--- config.mk ---
export PLATFORM = sky130hd
export DESIGN_NAME = shift_sub_divider
export DESIGN_NICKNAME = d
export VERILOG_FILES = /design/src/rtl/mul_div_pkg.sv /design/src/rtl/shift_sub_divider.sv
export SDC_FILE = /design/constraint.sdc
export NUM_CORES = 1
export LEC_CHECK = 0
export ABC_AREA = 1
export CAP_MARGIN = 30
export CORE_ASPECT_RATIO = 1.25
export CORE_MARGIN = 10
export CORE_UTILIZATION = 55
export DETAILED_ROUTE_END_ITERATION = 8
export PLACE_DENSITY = 0.86
export SLEW_MARGIN = 20
export SYNTH_ARGS = -nofsm -noshare
export SYNTH_HDL_FRONTEND = slang
export SYNTH_SLANG_ARGS = --single-unit
--- constraint.sdc ---
create_clock -name clk -period 3.8 [get_ports clk]
set_clock_uncertainty 0.2 [all_clocks]
set_input_delay 0.76 -clock clk [delete_from_list [all_inputs] [get_ports clk]]
set_output_delay 0.76 -clock clk [all_outputs]
set_load 0.1 [all_outputs]
--- src/rtl/mul_div_pkg.sv ---
// Shared encodings for the multiply/divide unit: divider operation select and multiplier operation select.
package mul_div_pkg;

   typedef enum logic [1:0] {
      DIV_UNSIGNED = 2'd0,
      DIV_SIGNED   = 2'd1,
      DIV_RSVD_2   = 2'd2,
      DIV_RSVD_3   = 2'd3
   } div_type_e;

   typedef enum logic [1:0] {
      MUL_LO    = 2'd0,
      MUL_HI_SS = 2'd1,
      MUL_HI_UU = 2'd2,
      MUL_HI_SU = 2'd3
   } mul_type_e;

endpackage

--- src/rtl/shift_sub_divider.sv ---
// Iterative restoring shift-subtract divider, one quotient bit per cycle, signed or unsigned.
// Optional DIVIDER_EARLY_OUT_EN: finishes immediately when |a| < |b|.
module shift_sub_divider
   import mul_div_pkg::*;
#(
   parameter int unsigned OPERAND_WIDTH = 32
) (
   input  logic                     clk,
   input  logic                     rst,
   input  logic                     flush,
   input  logic                     start,
   input  div_type_e                div_type,
   input  logic [OPERAND_WIDTH-1:0] a,
   input  logic [OPERAND_WIDTH-1:0] b,
   output logic [OPERAND_WIDTH-1:0] quotient,
   output logic [OPERAND_WIDTH-1:0] remainder,
   output logic                     done
);

   localparam int unsigned W     = OPERAND_WIDTH;
   localparam int unsigned CNT_W = $clog2(W + 1);
   localparam logic [W-1:0] MOST_NEG = {1'b1, {(W-1){1'b0}}};

   typedef enum logic [1:0] {IDLE, CALC, FIXUP, DONE} state_e;

   state_e         state_q, state_d;
   logic [CNT_W-1:0] cnt_q, cnt_d;
   logic [W:0]     rem_q, rem_d;
   logic [W-1:0]   quo_q, quo_d;
   logic [W-1:0]   div_q, div_d;
   logic           neg_quo_q, neg_quo_d;
   logic           neg_rem_q, neg_rem_d;
   logic [W-1:0]   quotient_d, remainder_d;
   logic           done_d;

   logic           is_signed, a_neg, b_neg, b_zero, ovf;
   logic [W-1:0]   abs_a, abs_b;
   logic [W+1:0]   shifted, diff;
   logic           step_ge;

   // Operand classification, only meaningful in IDLE
   assign is_signed = (div_type == DIV_SIGNED);
   assign a_neg     = is_signed & a[W-1];
   assign b_neg     = is_signed & b[W-1];
   assign abs_a     = a_neg ? (~a + W'(1)) : a;
   assign abs_b     = b_neg ? (~b + W'(1)) : b;
   assign b_zero    = (b == '0);
   assign ovf       = is_signed && (a == MOST_NEG) && (&b);

   // Restoring step: shift next dividend bit into the partial remainder and trial-subtract
   assign shifted = {rem_q, quo_q[W-1]};
   assign diff    = shifted - (W+2)'(div_q);
   assign step_ge = (shifted >= (W+2)'(div_q));

   always_comb begin
      state_d     = state_q;
      cnt_d       = cnt_q;
      rem_d       = rem_q;
      quo_d       = quo_q;
      div_d       = div_q;
      neg_quo_d   = neg_quo_q;
      neg_rem_d   = neg_rem_q;
      done_d      = 1'b0;
      quotient_d  = '0;
      remainder_d = '0;

      unique case (state_q)
         IDLE: begin
            if (start) begin
               if (b_zero) begin
                  state_d     = DONE;
                  done_d      = 1'b1;
                  quotient_d  = '1;
                  remainder_d = a;
               end else if (ovf) begin
                  state_d     = DONE;
                  done_d      = 1'b1;
                  quotient_d  = a;
`ifdef DIVIDER_EARLY_OUT_EN
               end else if (abs_a < abs_b) begin
                  state_d     = DONE;
                  done_d      = 1'b1;
                  remainder_d = a;
`endif
               end else begin
                  state_d   = CALC;
                  cnt_d     = '0;
                  rem_d     = '0;
                  quo_d     = abs_a;
                  div_d     = abs_b;
                  neg_quo_d = a_neg ^ b_neg;
                  neg_rem_d = a_neg;
               end
            end
         end
         CALC: begin
            rem_d = step_ge ? (W+1)'(diff) : (W+1)'(shifted);
            quo_d = {quo_q[W-2:0], step_ge};
            cnt_d = cnt_q + CNT_W'(1);
            if (cnt_q == CNT_W'(W - 1)) begin
               state_d = FIXUP;
            end
         end
         FIXUP: begin
            state_d     = DONE;
            done_d      = 1'b1;
            quotient_d  = neg_quo_q ? (~quo_q + W'(1)) : quo_q;
            remainder_d = neg_rem_q ? (~rem_q[W-1:0] + W'(1)) : rem_q[W-1:0];
         end
         DONE: begin
            if (start) begin
               done_d      = 1'b1;
               quotient_d  = quotient;
               remainder_d = remainder;
            end else begin
               state_d = IDLE;
            end
         end
         default: state_d = IDLE;
      endcase
   end

   // Flush behaves exactly like reset and overrides every update
   always_ff @(posedge clk) begin
      if (rst || flush) begin
         state_q   <= IDLE;
         cnt_q     <= '0;
         rem_q     <= '0;
         quo_q     <= '0;
         div_q     <= '0;
         neg_quo_q <= 1'b0;
         neg_rem_q <= 1'b0;
         done      <= 1'b0;
         quotient  <= '0;
         remainder <= '0;
      end else begin
         state_q   <= state_d;
         cnt_q     <= cnt_d;
         rem_q     <= rem_d;
         quo_q     <= quo_d;
         div_q     <= div_d;
         neg_quo_q <= neg_quo_d;
         neg_rem_q <= neg_rem_d;
         done      <= done_d;
         quotient  <= quotient_d;
         remainder <= remainder_d;
      end
   end

endmodule
# [Word-level counts from Yosys, hierarchy flattened]
# Cells that the tools add are included.
[word_totals] ff_bits=172 latchBits=0 mem_bits_rw=0 rom_bits=0 in_bits=70 out_inout_bits=65 elab_cells=83 memories=0
[op_classes] addsub=6 mul=0 n_div=0 order_cmp=1 n_eq_ne=11 n_shift=0 mux=36 bitwise=9 reduce_logical=10
[ops] operator="$mux W32" count=13
[ops] operator="$pmux W32 S3" count=2
[ops] operator="$mux W33" count=4
[ops] operator="$add A32 B1 Y32 const B" count=4
[ops] operator="$not A32 Y32" count=4
[ops] operator="$pmux W33 S2" count=1
[ops] operator="$pmux W32 S2" count=1
[ops] operator="$ge A34 B32 Y1" count=1
[ops] operator="$sub A33 B32 Y33" count=1
[ops] operator="$eq A32 B32 Y1 const B" count=1
[ops] operator="$logic_not A32 Y1" count=1
[ops] operator="$reduce_and A32 Y1" count=1
[ops] operator="$mux W6" count=3
[ops] operator="$pmux W6 S2" count=1
[ops] operator="$mux W2" count=5
[ops] operator="$ne A2 B2 Y1 const B" count=5
[ops] operator="$pmux W2 S4" count=1
[ops] operator="$reduce_and A4 Y1" count=2
[ops] operator="$add A6 B1 Y6 const B" count=1
[ops] operator="$eq A6 B5 Y1 const B" count=1
[ops] operator="$eq A2 B1 Y1 const B" count=2
[ops] operator="$eq A2 B2 Y1 const B" count=2
[ops] operator="$mux W1" count=4
[ops] operator="$pmux W1 S3" count=1
[ops] operator="8 further kinds" count=11

# [Longest topological paths before layout]
[depth] ltp_word=7 depth_mapped=17 mapped_depth_nobuf=16

# [Worst setup path after synthesis]
# OpenSTA, ideal clock, no wires.
[synth_path] path_type="in2reg" startpoint="in a[1]" endpoint="reg quo_q[13]" setup_ns=0.116 t_arrival_ns=2.178 required_ns=3.484 setup_slack_ns=1.306 cell_stages=13 n_path_buf=2 cell_sequence="inv_1 > ha_1 > nand2_2 > nor2_4 > nand2_2 > nor2_4 > nand3_2 > nand3_4 > nand2_4 > buf_6 > buf_2 > o21ai_0 > nor2_1"
[synth_between] elab_chain_cells=7 elab_cells_between_ends=12 classes_between="add/sub (1); eq/ne (2); mux (5); bitwise (1); reduce/logical (3)"
[synth_lines] element="from (decl)" line_no="shift_sub_divider.sv:13" rtl="input logic [OPERAND_WIDTH-1:0] a,"
[synth_lines] element="$not A32 Y32" line_no="shift_sub_divider.sv:45" rtl="assign abs_a = a_neg ? (~a + W'(1)) : a;"
[synth_lines] element="$add A32 B1 Y32" line_no="shift_sub_divider.sv:45"
[synth_lines] element="$mux W32" line_no="shift_sub_divider.sv:45"
[synth_lines] element="$mux W32" line_no="shift_sub_divider.sv:75" rtl="end else if (ovf) begin"
[synth_lines] element="$mux W32" line_no="shift_sub_divider.sv:70" rtl="if (b_zero) begin"
[synth_lines] element="$mux W32" line_no="shift_sub_divider.sv:69" rtl="if (start) begin"
[synth_lines] element="$pmux W32 S2" line_no="shift_sub_divider.sv:67" rtl="unique case (state_q)"
[synth_lines] element="to (signal assigned)" line_no="shift_sub_divider.sv:140" rtl="quo_q <= quo_d;"
[synth_lines] element="to (decl)" line_no="shift_sub_divider.sv:29" rtl="logic [W-1:0] quo_q, quo_d;"
# Several ways; a longest one is shown, not always the timed one. The select of a mux whose other input is x is not followed.
# A chain may end at the register's enable or synchronous reset.

# [Worst setup path after layout]
[layout_path] startpoint="in b[1]" endpoint="reg remainder[19]"
[layout_between] elab_chain_cells=4
[layout_lines] element="from (decl)" line_no="shift_sub_divider.sv:14" rtl="input logic [OPERAND_WIDTH-1:0] b,"
[layout_lines] element="$logic_not A32 Y1" line_no="shift_sub_divider.sv:47" rtl="assign b_zero = (b == '0);"
[layout_lines] element="$mux W32" line_no="shift_sub_divider.sv:70"
[layout_lines] element="$mux W32" line_no="shift_sub_divider.sv:69"
[layout_lines] element="$pmux W32 S3" line_no="shift_sub_divider.sv:67"
[layout_lines] element="to (signal assigned)" line_no="shift_sub_divider.sv:146" rtl="remainder <= remainder_d;"
[layout_lines] element="to (decl)" line_no="shift_sub_divider.sv:16" rtl="output logic [OPERAND_WIDTH-1:0] remainder,"
# No other way between the ends.

==> run_results.csv <==
group,metric,value,unit
status,run_status,"completed",
critical_path,worst_path_most_repeated_cell,"inv_1",
power,finalPower,4.99,mW
critical_path,crit_slowest_cell,"clkdlybuf4s50_1",
critical_path,critPathMaxStageDelay,0.42,ns
logic_synthesis,synth.distinct_cells,46,
logic_synthesis,synth_ff_type,"dfxtp_1",
finish,seqCellArea,3440,µm²
timing,worstMarginPinSlew,1.04,ns
critical_path,crit_type,"primary input to flop",
logic_synthesis,yosys.area_share.simple,40.3,%
logic_synthesis,synth_fa_ha_area_share,3.97,%
logic_synthesis,yosysTopAreaCellShare,25.1,%
finish,finish.utilization,65.9,%
timing,tns,0,ns
critical_path,crit_path_start,"b[1]",
die,start_util,56.0,%
route,viasPerCell,5.56,
global_routing,grt_pass1_vias,15035,
critical_path,worstReg2RegStart,"quo_q[31]",
logic_synthesis,synth_xor_area_share,4.21,%
logic_synthesis,synth_compound_area_share,14.3,%
power,intPower,3.40,mW
logic_synthesis,muxShareOfSynthArea,0,%
placed_design,dp_hpwl,39700,µm
timing,fin_crit,3.22,ns
critical_path,cp.required,3.97,ns
finish,drive_gt1_share,4.77,%
global_routing,antenna_found_initial,0,
power,peakVddDrop,0.000345,V
logic_synthesis,synth_nets,2516,
critical_path,startpoint_type,"primary input",
cts,cts_root_buf,"clkbuf_16",
logic_synthesis,ys_top_cells_by_area,"dfxtp_1 (25%), nand2_1 (21%), inv_1 (8.9%)",
global_routing,grt_util_all_layers,30.6,%
critical_path,critPathMaxFanout,21,
timing,rsz0062_at_grt,"no",
min_path,worstHoldStart,"remainder[17]",
global_routing,grt-ovfl-total,0,
logic_synthesis,syn_avg_cell_area,5.71,µm²
min_path,worstHoldPathCells,2,
placed_design,numPortBuffers,134,
die,coreArea,24500,µm²
finish,area_growth,17.6,%
cts,hold_buffers,0,
cts,post_cts_resize_count,0,
timing,min_period_over_period,84.7,%
cts,clk_latency,0.45,ns
route,drc,0,
route,wl_per_cell,17.5,µm
global_routing,grt_pass1_wl,78600,µm
critical_path,critical_path.cell_chain,"clkdlybuf4s50_1, inv_1, ha_1, nand4_1, nor2_2, nand3_1, inv_1, nand4_1, buf_4, inv_1, nand2_1, o21ai_1, nand2_1, a21oi_1",
critical_path,worstSetupEndpointType,"flop",
job,drv_cap,0,
route,vias,15832,
power,power_frac_comb,23.0,%
route,first_pass_iters,6,
route,drt-initial-drc-count,1358,
logic_synthesis,synth_cells,2403,
cts,cts_tree,"built",
route,wl_met3,3010,µm
cts,cts.sink_count,172,
placed_design,routabilityCongestion,1.07,
logic_synthesis,synth-edff-count,0,
route,final_antenna_net_count,0,
power,powerDensity,309,nW/µm²
logic_synthesis,ys_ff_latch,172,
timing,hold_viol,0,
logic_synthesis,synth_top_area_cell,"dfxtp_1",
die,die_x,161,µm
die,ios,135,
power,swShare,31.8,%
power,leakage,7.49,nW
logic_synthesis,synth_seq_area_share,25.1,%
timing,slew-limit-headroom,30.6,%
die,rows,64,
cts,cts.clk_slew.worst_paths,0.06,ns
logic_synthesis,ys_warn_count,0,
min_path,hold_path_class,"flop to flop",
timing,setup_viol,0,
route,dr_wl_met2,25200,µm
logic_synthesis,async_flop_share,0,%
global_routing,grt_max_degree,55,
cts,htree_levels,4,
logic_synthesis,synth_top_family_by_area,"simple AND/OR/NAND/NOR gates",
route,drt-total-wl,49800,µm
timing,final_max_slew_viol_count,0,
finish,multi_input_area,8630,µm²
cts,post_cts_buffers,0,
finish,fill_cells,2412,
logic_synthesis,synth_area,13700,µm²
power,pwr-share-seq,37.7,%
critical_path,worstRegToRegCells,15,
route,top_layer,"met4",
die,die_y,197,µm
timing,fmax,0.311,GHz
cts,cts_buffers,17,
cts,cts_buffer_depth,2,
finish,layout.nets,2616,
route,met1Wirelength,18400,µm
die,die-area,31700,µm²
critical_path,cp.arrival,3.39,ns
power,clock_power_share,39.3,%
finish,diodes,0,
power,switchingPower,1.59,mW
==> worst max-delay path: cells and delay by family <==
family                     cells  cell delay (ns)
adders and majority gates      1             0.23
buffers and inverters          5             1.25
AOI/OAI and AO/OA              2             0.22
and+or+nand+nor                6             0.92
==> Yosys cell counts, drive strengths merged, types with 26 or more instances <==
cell type and n:
dfxtp 172, buf 39, nand2 775, nand3 211
nor2 246, clkbuf 53, nand4 26, inv 329
a21oi 201, ha 42, xor2 48, nor3 46
o21ai 146
==> kinds of logic after synthesis <==
family	after synthesis
AND/OR/NAND/NOR	1326
buffers and inverters	423
AO/OA/AOI/OAI	373
flip-flops	172
XOR/XNOR	66
adder cells (fa/ha/maj)	43
==> area by class of cell <==
type | count | share of cell area (%)
Multi-Input combinational cell | 1808 | 53.4
Sequential cell | 172 | 21.3
Timing Repair Buffer | 173 | 11.0
Inverter | 331 | 7.74
Clock buffer | 21 | 2.79
Tap cell | 330 | 2.56
Clock inverter | 10 | 1.17
==> layer usage <==
layer | track usage (%) | up-vias
met2 | 55.3 | 654
met1 | 32.9 | 7190
met4 | 19.1 | 0
met3 | 4.61 | 172
met5 | 0 | -
li1 | - | 7816
==> flip-flops by register name, indices dropped and copies added, names as in the netlist <==
name       count
done           1
rem_q         33
quotient      32
neg_quo_q      1
remainder     32
div_q         32
cnt_q          6
neg_rem_q      1
state_q        2
quo_q         32
==> worst paths after layout <==
kind	to	slack, ns
worst min register to register	remainder[17]	0.26
worst max-delay path	remainder[19]	0.58
worst min-delay path	remainder[17]	0.26
worst max register to register	rem_q[22]	0.72
==> power by group through the flow <==
stage	clock (mW)	combinational (mW)	sequential (mW)
2_1_floorplan	0	0.750	1.90
3_3_place_gp	0	1.11	1.92
3_5_place_dp	0	1.12	1.92
4_1_cts	1.96	1.13	1.88
5_1_grt	2.03	1.27	1.88
6_report	1.96	1.15	1.88
==> placed cells by master (no fill, tap or decap), drive strengths merged, types with 3 or more instances in the layout <==
master / n
o21ai: 146
ha: 42
nand2: 775
buf: 41
nand3: 211
clkbuf: 21
o211ai: 3
nor4: 3
xnor2: 18
nor3: 46
bufinv: 5
a31oi: 6
a21oi: 201
xor2: 48
o22ai: 6
inv: 330
nor2: 246
dfxtp: 172
o21bai: 5
clkinv: 5
nand3b: 6
clkdlybuf4s50: 132
nand4: 26
and2: 9
==> per-stage QoR <==
step                setup WS, ns  area, µm²  hold WS [ns]  cells
global route               0.322      16200         0.283   2845
floorplan                   1.31      13700         0.233   2403
CTS                        0.604      16200         0.264   2845
finish                     0.583      16200         0.262   2845
global placement           0.180      15400         0.248   2809
detailed placement         0.151      15500         0.254   2814
No activity file was read; power rests on OpenSTA's default activity.
